$ cat src/rtl/multicycle_controller.sv
// -----------------------------------------------------------------------------
// multicycle_controller
//
// Control FSM for the multi-cycle MIPS core. Decodes the instruction opcode and
// funct fields together with the ALU zero flag, and drives every datapath
// select and enable. It also raises the memory write strobe, waits on the
// memory ready handshake, counts retired instructions and flags unsupported
// opcodes or funct codes.
//
// Parameters
//   USE_MEM_READY  1: FETCH/MEMRD/MEMWR hold until MemReady=1
//                  0: MemReady is ignored and treated as 1
//   CNT_W          width of InstrCount
//
// Ports
//   clk                    in   rising-edge clock
//   reset                  in   asynchronous, active-low (0 = in reset)
//   opField                in   instr[31:26]
//   functField             in   instr[5:0]
//   ALUResultZero          in   ALU zero flag (combinational, same cycle)
//   MemReady               in   memory finished the current access this cycle
//   WriteData_Sel          out  00 ALUOut, 01 mem data, 10 PC
//   RegDst_Sel             out  00 rt, 01 rd, 10 r31
//   InstructionOrData_Sel  out  0 PC, 1 ALUOut
//   ALUsourceA_Sel         out  0 PC, 1 rs
//   ALUsourceB_Sel         out  00 rt, 01 const 4, 10 imm, 11 imm<<2
//   PCsource_Sel           out  00 ALUResult, 01 ALUOut, 10 jump target
//   PCWrite_Enable         out  PC load, including the branch-taken term
//   RegWrite_Enable        out  register file write
//   InstrLatch             out  instruction latch enable
//   ALUControl             out  010 add, 110 sub, 000 and, 001 or, 111 slt
//   MemWrite               out  memory write strobe
//   IllegalOp              out  one-cycle pulse on unsupported opcode/funct
//   InstrCount             out  retired instruction count (wraps silently)
// -----------------------------------------------------------------------------
module multicycle_controller #(
    parameter bit USE_MEM_READY = 1'b1,
    parameter int CNT_W         = 32
) (
    input  logic             clk,
    input  logic             reset,
    input  logic [5:0]       opField,
    input  logic [5:0]       functField,
    input  logic             ALUResultZero,
    input  logic             MemReady,
    output logic [1:0]       WriteData_Sel,
    output logic [1:0]       RegDst_Sel,
    output logic             InstructionOrData_Sel,
    output logic             ALUsourceA_Sel,
    output logic [1:0]       ALUsourceB_Sel,
    output logic [1:0]       PCsource_Sel,
    output logic             PCWrite_Enable,
    output logic             RegWrite_Enable,
    output logic             InstrLatch,
    output logic [2:0]       ALUControl,
    output logic             MemWrite,
    output logic             IllegalOp,
    output logic [CNT_W-1:0] InstrCount
);

    localparam logic [5:0] OP_RTYPE = 6'b000000;
    localparam logic [5:0] OP_J     = 6'b000010;
    localparam logic [5:0] OP_JAL   = 6'b000011;
    localparam logic [5:0] OP_BEQ   = 6'b000100;
    localparam logic [5:0] OP_ADDI  = 6'b001000;
    localparam logic [5:0] OP_LW    = 6'b100011;
    localparam logic [5:0] OP_SW    = 6'b101011;

    localparam logic [5:0] FN_ADD   = 6'b100000;
    localparam logic [5:0] FN_SUB   = 6'b100010;
    localparam logic [5:0] FN_AND   = 6'b100100;
    localparam logic [5:0] FN_OR    = 6'b100101;
    localparam logic [5:0] FN_SLT   = 6'b101010;

    localparam logic [2:0] ALU_ADD  = 3'b010;
    localparam logic [2:0] ALU_SUB  = 3'b110;
    localparam logic [2:0] ALU_AND  = 3'b000;
    localparam logic [2:0] ALU_OR   = 3'b001;
    localparam logic [2:0] ALU_SLT  = 3'b111;

    localparam logic [CNT_W-1:0] CNT_ONE = {{(CNT_W-1){1'b0}}, 1'b1};

    typedef enum logic [3:0] {
        S_FETCH  = 4'd0,
        S_DECODE = 4'd1,
        S_MEMADR = 4'd2,
        S_MEMRD  = 4'd3,
        S_MEMWB  = 4'd4,
        S_MEMWR  = 4'd5,
        S_RTEX   = 4'd6,
        S_RTWB   = 4'd7,
        S_BEQ    = 4'd8,
        S_ADDIEX = 4'd9,
        S_ADDIWB = 4'd10,
        S_JUMP   = 4'd11,
        S_JAL    = 4'd12
    } state_t;

    state_t           state;
    state_t           next_state;
    logic [CNT_W-1:0] instr_cnt;
    logic             illegal_q;

    logic             mem_rdy;
    logic             illegal_set;
    logic             retire;

    // Raw Moore decode, gated by reset before reaching the ports
    logic [1:0]       wd_sel;
    logic [1:0]       rd_sel;
    logic             iord_sel;
    logic             srca_sel;
    logic [1:0]       srcb_sel;
    logic [1:0]       pcsrc_sel;
    logic             pc_write;
    logic             branch;
    logic             reg_write;
    logic             instr_latch;
    logic [2:0]       alu_ctl;
    logic             mem_write;

    assign mem_rdy = USE_MEM_READY ? MemReady : 1'b1;

    always_ff @(posedge clk or negedge reset) begin
        if (!reset) begin
            state     <= S_FETCH;
            instr_cnt <= '0;
            illegal_q <= 1'b0;
        end else begin
            state     <= next_state;
            illegal_q <= illegal_set;
            if (retire) begin
                instr_cnt <= instr_cnt + CNT_ONE;
            end
        end
    end

    always_comb begin
        next_state  = state;
        illegal_set = 1'b0;
        retire      = 1'b0;
        wd_sel      = 2'b00;
        rd_sel      = 2'b00;
        iord_sel    = 1'b0;
        srca_sel    = 1'b0;
        srcb_sel    = 2'b00;
        pcsrc_sel   = 2'b00;
        pc_write    = 1'b0;
        branch      = 1'b0;
        reg_write   = 1'b0;
        instr_latch = 1'b0;
        alu_ctl     = 3'b000;
        mem_write   = 1'b0;

        case (state)
            S_FETCH: begin
                instr_latch = 1'b1;
                srcb_sel    = 2'b01;
                alu_ctl     = ALU_ADD;
                // PC+4 is only committed once the fetch has actually completed
                pc_write    = mem_rdy;
                if (mem_rdy) begin
                    next_state = S_DECODE;
                end
            end
            S_DECODE: begin
                // Speculatively compute the branch target into ALUOut
                srcb_sel = 2'b11;
                alu_ctl  = ALU_ADD;
                case (opField)
                    OP_LW, OP_SW: next_state = S_MEMADR;
                    OP_RTYPE:     next_state = S_RTEX;
                    OP_BEQ:       next_state = S_BEQ;
                    OP_ADDI:      next_state = S_ADDIEX;
                    OP_J:         next_state = S_JUMP;
                    OP_JAL:       next_state = S_JAL;
                    default: begin
                        next_state  = S_FETCH;
                        illegal_set = 1'b1;
                    end
                endcase
            end
            S_MEMADR: begin
                srca_sel   = 1'b1;
                srcb_sel   = 2'b10;
                alu_ctl    = ALU_ADD;
                next_state = (opField == OP_SW) ? S_MEMWR : S_MEMRD;
            end
            S_MEMRD: begin
                iord_sel = 1'b1;
                if (mem_rdy) begin
                    next_state = S_MEMWB;
                end
            end
            S_MEMWB: begin
                wd_sel     = 2'b01;
                reg_write  = 1'b1;
                retire     = 1'b1;
                next_state = S_FETCH;
            end
            S_MEMWR: begin
                // Strobe stays up across the whole wait so memory sees a stable request
                iord_sel  = 1'b1;
                mem_write = 1'b1;
                if (mem_rdy) begin
                    retire     = 1'b1;
                    next_state = S_FETCH;
                end
            end
            S_RTEX: begin
                srca_sel   = 1'b1;
                next_state = S_RTWB;
                case (functField)
                    FN_ADD:  alu_ctl = ALU_ADD;
                    FN_SUB:  alu_ctl = ALU_SUB;
                    FN_AND:  alu_ctl = ALU_AND;
                    FN_OR:   alu_ctl = ALU_OR;
                    FN_SLT:  alu_ctl = ALU_SLT;
                    default: begin
                        // Skip RTWB so nothing lands in the register file
                        next_state  = S_FETCH;
                        illegal_set = 1'b1;
                    end
                endcase
            end
            S_RTWB: begin
                rd_sel     = 2'b01;
                reg_write  = 1'b1;
                retire     = 1'b1;
                next_state = S_FETCH;
            end
            S_BEQ: begin
                srca_sel   = 1'b1;
                alu_ctl    = ALU_SUB;
                pcsrc_sel  = 2'b01;
                branch     = 1'b1;
                retire     = 1'b1;
                next_state = S_FETCH;
            end
            S_ADDIEX: begin
                srca_sel   = 1'b1;
                srcb_sel   = 2'b10;
                alu_ctl    = ALU_ADD;
                next_state = S_ADDIWB;
            end
            S_ADDIWB: begin
                reg_write  = 1'b1;
                retire     = 1'b1;
                next_state = S_FETCH;
            end
            S_JUMP: begin
                pcsrc_sel  = 2'b10;
                pc_write   = 1'b1;
                retire     = 1'b1;
                next_state = S_FETCH;
            end
            S_JAL: begin
                // PC already holds PC+4 here, so it is the link value for r31
                pcsrc_sel  = 2'b10;
                pc_write   = 1'b1;
                rd_sel     = 2'b10;
                wd_sel     = 2'b10;
                reg_write  = 1'b1;
                retire     = 1'b1;
                next_state = S_FETCH;
            end
            default: begin
                next_state = S_FETCH;
            end
        endcase
    end

    // Holding reset low forces every select and strobe to zero straight away,
    // so an abandoned instruction cannot leave a write asserted.
    assign WriteData_Sel         = reset ? wd_sel    : 2'b00;
    assign RegDst_Sel            = reset ? rd_sel    : 2'b00;
    assign InstructionOrData_Sel = reset & iord_sel;
    assign ALUsourceA_Sel        = reset & srca_sel;
    assign ALUsourceB_Sel        = reset ? srcb_sel  : 2'b00;
    assign PCsource_Sel          = reset ? pcsrc_sel : 2'b00;
    assign PCWrite_Enable        = reset & (pc_write | (branch & ALUResultZero));
    assign RegWrite_Enable       = reset & reg_write;
    assign InstrLatch            = reset & instr_latch;
    assign ALUControl            = reset ? alu_ctl   : 3'b000;
    assign MemWrite              = reset & mem_write;
    assign IllegalOp             = reset & illegal_q;
    assign InstrCount            = instr_cnt;

endmodule
$ cat config.mk
export PLATFORM = sky130hd
export DESIGN_NAME = multicycle_controller
export DESIGN_NICKNAME = d
export VERILOG_FILES = /design/src/rtl/multicycle_controller.sv
export SDC_FILE = /design/constraint.sdc
export NUM_CORES = 1
export LEC_CHECK = 0
export ABC_CLOCK_PERIOD_IN_PS = 2980
export BUFFER_PORTS_ARGS = -buffer_cell sky130_fd_sc_hd__buf_2
export CORE_ASPECT_RATIO = 0.8
export CORE_MARGIN = 4
export CORE_UTILIZATION = 48
export DETAILED_ROUTE_END_ITERATION = 16
export GPL_TIMING_DRIVEN = 0
export MAX_ROUTING_LAYER = met4
export PLACE_DENSITY_LB_ADDON = 0.3
export SLEW_MARGIN = 0
export SYNTH_ARGS = -nofsm -noshare
export SYNTH_HDL_FRONTEND = slang
export SYNTH_SLANG_ARGS = --single-unit
export TNS_END_PERCENT = 50
$ cat constraint.sdc
create_clock -name clk -period 2.98 [get_ports clk]
set_input_delay 0.447 -clock clk [delete_from_list [all_inputs] [get_ports clk]]
set_output_delay 0.447 -clock clk [all_outputs]
set_load 0.005 [all_outputs]
==> summary.md, run 1 <==
| Metric | Value |
|---|---|
| Post-Synthesis Net Count | `~260` |
| Post-synthesis cell type count | `47` |
| Dominant cell type by area after synthesis | `dfrtp_1` |
| Min-Delay Path Class | `in2async` |
| Synth top area cells | `dfrtp_1 41%, xnor2_1 8.6%, xor2_1 5.1%, nor2_1 4.4%, nand2_1 3.9%` |
| Async set or reset register ratio after synthesis | `1.00` |
| Final net count | `roughly 330` |
| Yosys top cell area share | `0.413` |
| Cts hold-fix bufs | `0` |
| Largest net degree at the start of global routing | `40` |
| DRT iter0 DRCs | `approximately 120` |
| Setup Fix Bufs, Post-CTS | `0` |
| Core ar. | `roughly 4300 um2` |
| Period minus WS final | `approximately 2.5 ns` |
| Total CTS buffers | `5` |
| # diodes | `0` |
| Logic gate share of total power | `0.273` |
| Port buffer count | `64` |
| Max_slew headroom | `0.459` |
| Final wirelength | `just over 5000 um` |
| Clock skew | `0.00871 ns` |
| Slew Viols, Final | `0` |
| Status | `finished, final reports clean` |
| CTS Sinks | `37` |
| Seq pwr share | `0.414` |
| Power Total | `0.00140 W` |
| Insertion delay to the later sink of the worst-skew pair | `~0.28 ns` |
| Syn Inst Count | `between 200 and 250` |
| Total negative slack | `0 ns` |
| Clock power frac | `0.313` |
| Tot GR Track Use | `0.182` |
| Ports | `66` |
| Max-cap viol count | `0` |
| Placed Area | `2630 um2` |
| Post-route cell area | `2750 um2` |
| Number of flops mapped to enable cells by yosys | `0` |
| FP Rows | `21` |
| Clock Path Buffers | `2` |
| Hold_ws | `0.255 ns` |
| Final ANT Viol Nets | `0` |
| Final hold violations | `0` |
| Vias in the first global route | `roughly 1.8k` |
| CP Class | `reg2out` |
| Peak fanout along the critical path | `10` |
| Pre-antenna DRT Iters | `5` |
| Pleak | `roughly 1.4 nW` |
| Peak supply drop | `~0.22 mV` |
| Reg2reg start | `state[3]` |
| CP Capture Type | `output port` |
| Clk pin slew, worst setup/hold paths | `0.07 ns` |
| Synth Area in Compound Gates | `0.0916` |
| DRC Markers | `0` |
| Mean Syn Cell Area | `approximately 9.2 um2` |
| Finished Core Util | `0.634` |
| Internal power | `slightly below 0.001 W` |
| Yosys reg bits | `37` |
| Overflow after GRT | `0` |
| Via count | `approximately 2k` |
| Critical path data arrival time | `2.06 ns` |
| Period utilization | `0.840` |
| Post-synthesis mux area share | `0.0140` |
| Layout cell share with drive strength beyond 1 | `0.263` |
| Post-DP HPWL | `between 3000 and 4000 um` |
| Die Ht | `a little under 70 um` |
| Post-Synth XOR/XNOR Area | `0.137` |
| GP Congestion | `around 0.90` |
| Setup Viol. Count Final | `0` |
| Resize count post-CTS | `0` |
| Yosys warning total | `0` |
| Htree depth | `2` |
| Most frequent cells after synthesis | `37 x dfrtp_1, 26 x nor2_1, 23 x nand2_1` |
| FF+latch area | `approximately 900 um2` |
| NetSw | `0.000427 W` |
| Simple-gate portion of the synthesized area | `0.301` |
| PwrDens | `between 500 and 600 nW/um2` |
| Slew @ Worst Pin | `0.811 ns` |
| Initial antenna violation count | `0` |
| FILL cells | `approximately 360` |
| RSZ-0062 raised after global routing | `false` |
| Worst Setup SP | `state[1]` |
| Die Area | `around 5800 um2` |
| Routed WL per cell | `13.5 um` |
| Most common cell in the netlist | `dfrtp_1` |
| Initial Util | `0.517` |
| Syn-to-layout area delta | `22.7%` |
| WP data required | `2.53 ns` |
| CTS root buffer | `clkbuf_8` |
| TritonCTS clock tree | `yes` |
| Vias per Instance | `5.37` |
| Post-Syn Area | `approximately 2200 um2` |
| Dominant synthesized flop cell | `dfrtp_1` |
| Multi-input logic area | `between 1000 and 1500 um2` |
| Sw Share | `0.305` |
| Seq/Total Area, Yosys | `0.413` |
| Max frequency | `0.399 GHz` |
| Largest family of logic cells by synthesized area | `simple AND/OR/NAND/NOR gates` |
| Die X | `84.4 um` |
| Adder-Cell Fraction of Synth Area | `0.00559` |
| CP startpoint kind | `flip-flop` |
| Global-route wire length before repair | `approximately 8600 um` |
-- sequential cells by signal, summed over array words and instances, names as in the netlist --
| name | cells |
|---|---|
| state | 4 |
| illegal_q | 1 |
| InstrCount | 32 |
-- metal layers --
metal,GRT usage,routed length (um)
met5,-,0
met2,0.253,2290
met1,0.263,2360
met3,0.0476,334
met4,0.0457,51
-- power groups by stage --
stage | registers (W) | logic, W | clock network (W)
final | 0.000579 | 0.000382 | 0.000438
after global routing | 0.000588 | 0.000428 | 0.000469
after CTS | 0.000580 | 0.000383 | 0.000448
after floorplan | 0.000588 | 0.000246 | 0
after global placement | 0.000589 | 0.000376 | 0
after detailed placement | 0.000590 | 0.000380 | 0
-- worst paths after layout --
| path | end | slack, ns | cells past startpoint |
|---|---|---|---|
| worst max-delay path | RegWrite_Enable | 0.48 | 6 |
| worst min-delay path | InstrCount[11] | 0.26 | 1 |
| worst max register to register | InstrCount[28] | 0.90 | 7 |
| worst min register to register | InstrCount[31] | 0.47 | 1 |
| max in group asynchronous | InstrCount[22] | 2.21 | 1 |
| min in group clk | InstrCount[31] | 0.47 | 1 |
-- kinds of logic (layout without fill, tap and decap cells) --
family | count (synthesis) | after routing
buffers and inverters | 18 | 90
multiplexers | 3 | 3
adder cells (fa/ha/maj) | 1 | 1
AND/OR/NAND/NOR | 123 | 123
AO/OA/AOI/OAI | 27 | 27
flip-flops | 37 | 37
XOR/XNOR | 35 | 35
-- metrics by stage --
step	cells	setup slack, ns
2_1_floorplan	244	1.07
3_3_place_gp	365	0.563
3_5_place_dp	365	0.585
4_1_cts	373	0.521
5_1_grt	373	0.338
6_report	373	0.476
-- worst max-delay path: stages, from the launching register on --
cell	delay, ns
dfrtp_1	0.41
buf_1	0.40
clkbuf_1	0.42
nand2_1	0.13
o22ai_1	0.17
and2_1	0.14
buf_2	0.11
-- layout by cell type (no fill, tap or decap), types with 8 or more instances in the layout --
master and count:
dfrtp_1 37, nand2_1 23, clkbuf_1 8, nor3_1 8
buf_2 66, xor2_1 13, nor2_1 26, xnor2_1 22
nand4_1 11, and3_1 9, nand3_1 12
-- cell type report --
type / instances / area share
tap: 57 / 0.0260
multi-input combinational: 189 / 0.447
sequential: 37 / 0.337
buffer: 13 / 0.0241
clock inverter: 1 / 0.0109
inverter: 5 / 0.00683
clock buffer: 7 / 0.0314
timing repair buffer: 64 / 0.117
Power figures use the tool's default switching activity.
==> run 2, diff against run 1 <==
--- a/config.mk
+++ b/config.mk
@@ -5,11 +5,11 @@
 export SDC_FILE = /design/constraint.sdc
 export NUM_CORES = 1
 export LEC_CHECK = 0
-export ABC_CLOCK_PERIOD_IN_PS = 2980
+export ABC_CLOCK_PERIOD_IN_PS = 2100
 export BUFFER_PORTS_ARGS = -buffer_cell sky130_fd_sc_hd__buf_2
 export CORE_ASPECT_RATIO = 0.8
 export CORE_MARGIN = 4
-export CORE_UTILIZATION = 48
+export CORE_UTILIZATION = 47
 export DETAILED_ROUTE_END_ITERATION = 16
 export GPL_TIMING_DRIVEN = 0
 export MAX_ROUTING_LAYER = met4
==> constraint.sdc (replaced) <==
create_clock -name clk -period 2.1 [get_ports clk]
set_input_delay 0.315 -clock clk [delete_from_list [all_inputs] [get_ports clk]]
set_output_delay 0.315 -clock clk [all_outputs]
set_load 0.005 [all_outputs]
==> run 2 against run 1 <==
Compared with the run above:
- die area increased by 1.9%
- sequential power increased by 42%
- critical path depth unchanged
- global-route usage is 0.35 points higher
- cell count up 2.1%
- via count is 1.7% higher
- clock-buffer cell count is 1 lower
- sequential share of layout area fell by 0.48 points
- wire length up 2.8%
- critical path type unchanged
- largest cell class unchanged
==> summary.md, run 2 (synthesis gave the netlist of run 1 again) <==
| Metric | Value |
|---|---|
| Flop2flop setup slack | `~0.15 ns` |
| Clk pin slew, worst setup/hold paths | `around 0.070 ns` |
| Vias per Instance | `around 5.3` |
| Vias in the first global route | `about 1.9k` |
| Critical R2R Capture | `InstrCount[18]` |
| Initial Util | `0.487` |
| Finished Core Util | `0.606` |
| Die Ht | `roughly 70 um` |
| Final hold violations | `0` |
| Reg2Reg Depth | `8` |
| Slew Viols, Final | `0` |
| Setup slack after placement | `-0.0853 ns` |
| Pre-antenna DRT Iters | `4` |
| Insertion delay to the later sink of the worst-skew pair | `between 0.2 and 0.3 ns` |
| Die X | `approximately 85 um` |
| Reg2reg start | `state[0]` |
| GP Congestion | `about 0.87` |
| DRT iter0 DRCs | `69` |
| Syn-to-layout area delta | `24.5%` |
| Period utilization | `0.982` |
| Worst hold endpoint | `state[3]` |
| Final net count | `337` |
| Initial antenna violation count | `0` |
| Hold_sp | `opField[4]` |
| CP startpoint kind | `flip-flop` |
| Routed WL per cell | `13.6 um` |
| Most frequent cells in the layout | `65 x buf_2, 37 x dfrtp_1, 26 x nor2_1` |
| Max-cap viol count | `0` |
| Final ANT Viol Nets | `0` |
| Largest register FFs | `32` |
| Internal power | `approximately 0.0013 W` |
| # diodes | `0` |
| Setup Viol. Count Final | `0` |
| Tot GR Track Use | `0.185` |
| Max frequency | `between 0.4 and 0.5 GHz` |
| Critical path data arrival time | `approximately 1.8 ns` |
| Post-DP HPWL | `approximately 3900 um` |
| Worst Setup SP | `state[2]` |
| Period minus WS final | `between 2 and 2.5 ns` |
| Core ar. | `about 4600 um2` |
| Peak supply drop | `0.308 mV` |
| DRC Markers | `0` |
| RSZ-0062 raised after global routing | `true` |
| Layout cell share with drive strength beyond 1 | `0.280` |
| Slew @ Worst Pin | `0.959 ns` |
| Final wirelength | `around 5200 um` |
| Status | `finished, final reports clean` |
| Global-route wire length before repair | `~8700 um` |
| CTS root buffer | `clkbuf_8` |
| CP Capture Type | `output port` |
| Pleak | `about 1.4 nW` |
| Port buffer count | `64` |
| Max_slew headroom | `0.358` |
| Total CTS buffers | `5` |
| Overflow after GRT | `0` |
| CP Class | `reg2out` |
| Peak fanout along the critical path | `10` |
| Htree depth | `2` |
| Logic gate share of total power | `0.297` |
| Sw Share | `0.330` |
| Ports | `66` |
| PwrDens | `roughly 700 nW/um2` |
| NetSw | `between 0.0006 and 0.0007 W` |
| Seq pwr share | `0.432` |
| FP Rows | `22` |
| Clock Path Buffers | `2` |
| Largest net degree at the start of global routing | `23` |
| Final worst setup slack | `between 0.03 and 0.04 ns` |
| Hold depth | `4` |
| Die Area | `a little under 6000 um2` |
| CTS Sinks | `37` |
| Min-Delay Path Class | `in2reg` |
| Clock power frac | `0.271` |
| Via count | `around 2.0k` |
| Commonest non-fill, non-tap cell in the layout | `buf_2` |
| Clock skew | `slightly below 0.004 ns` |
| TritonCTS clock tree | `yes` |
| WP data required | `1.78 ns` |
==> run 2: power by group through the flow <==
stage	sequential (W)	clock [W]	combinational [W]
after global placement	0.000838	0	0.000531
final	0.000825	0.000517	0.000567
after floorplan	0.000835	0	0.000349
after CTS	0.000825	0.000534	0.000553
after detailed placement	0.000840	0	0.000541
after global routing	0.000835	0.000568	0.000630
==> run 2: per-layer routing <==
metal	vias up	GRT usage	part of all wire
li1	1008	-	-
met1	974	0.258	0.47
met2	49	0.262	0.45
met3	5	0.0499	0.062
met4	0	0.0545	0.010
met5	-	-	0
==> run 2: critical path: stages, from the launching register on <==
cell,delay (ns)
dfrtp_1,0.42
clkbuf_1,0.36
nor2b_1,0.13
mux2i_1,0.16
o22ai_1,0.10
and2_1,0.17
buf_2,0.12
==> run 2: area by class of cell <==
cell class | instances | area, um2
Buffer | 13 | 71.3
Clock inverter | 2 | 13.8
Multi-Input combinational cell | 189 | 1230
Timing Repair Buffer | 69 | 365
Fill cell | 410 | 1810
Sequential cell | 37 | 926
Clock buffer | 6 | 82.6
Tap cell | 60 | 75.1
Inverter | 5 | 18.8
==> run 2: worst max-delay path by stage <==
| stage | cells past startpoint | endpoint | slack (ns) |
|---|---|---|---|
| finish | 6 | RegWrite_Enable | 0.04 |
| global route | 6 | RegWrite_Enable | -0.09 |
| CTS | 7 | InstrCount[24] | -0.008 |
| detailed placement | 5 | InstrLatch | -0.09 |
| global placement | 5 | ALUControl[2] | -0.05 |
| floorplan | 7 | InstrCount[24] | 0.19 |
==> run 2: stage by stage <==
stage / hold WS, ns / area (um2) / cells / TNS (ns) / power, W
after detailed placement: 0.460 / 2640 / 368 / -0.310 / 0.00138
after CTS: 0.444 / 2760 / 378 / -0.00808 / 0.00191
after floorplan: 0.0194 / 2240 / 244 / 0 / 0.00118
final: 0.456 / 2790 / 381 / 0 / 0.00191
after global placement: 0.451 / 2640 / 368 / -0.131 / 0.00137
after global routing: 0.459 / 2790 / 381 / -0.208 / 0.00203
==> run 2: timing repair <==
action                                 CTS  global route
pin swaps                                0             1
resized for setup                        4             1
endpoints found under the hold margin   22             0
setup buffers                            0             3
setup endpoints to repair               14            29
hold buffers                             2             0
cloned                                   0             0
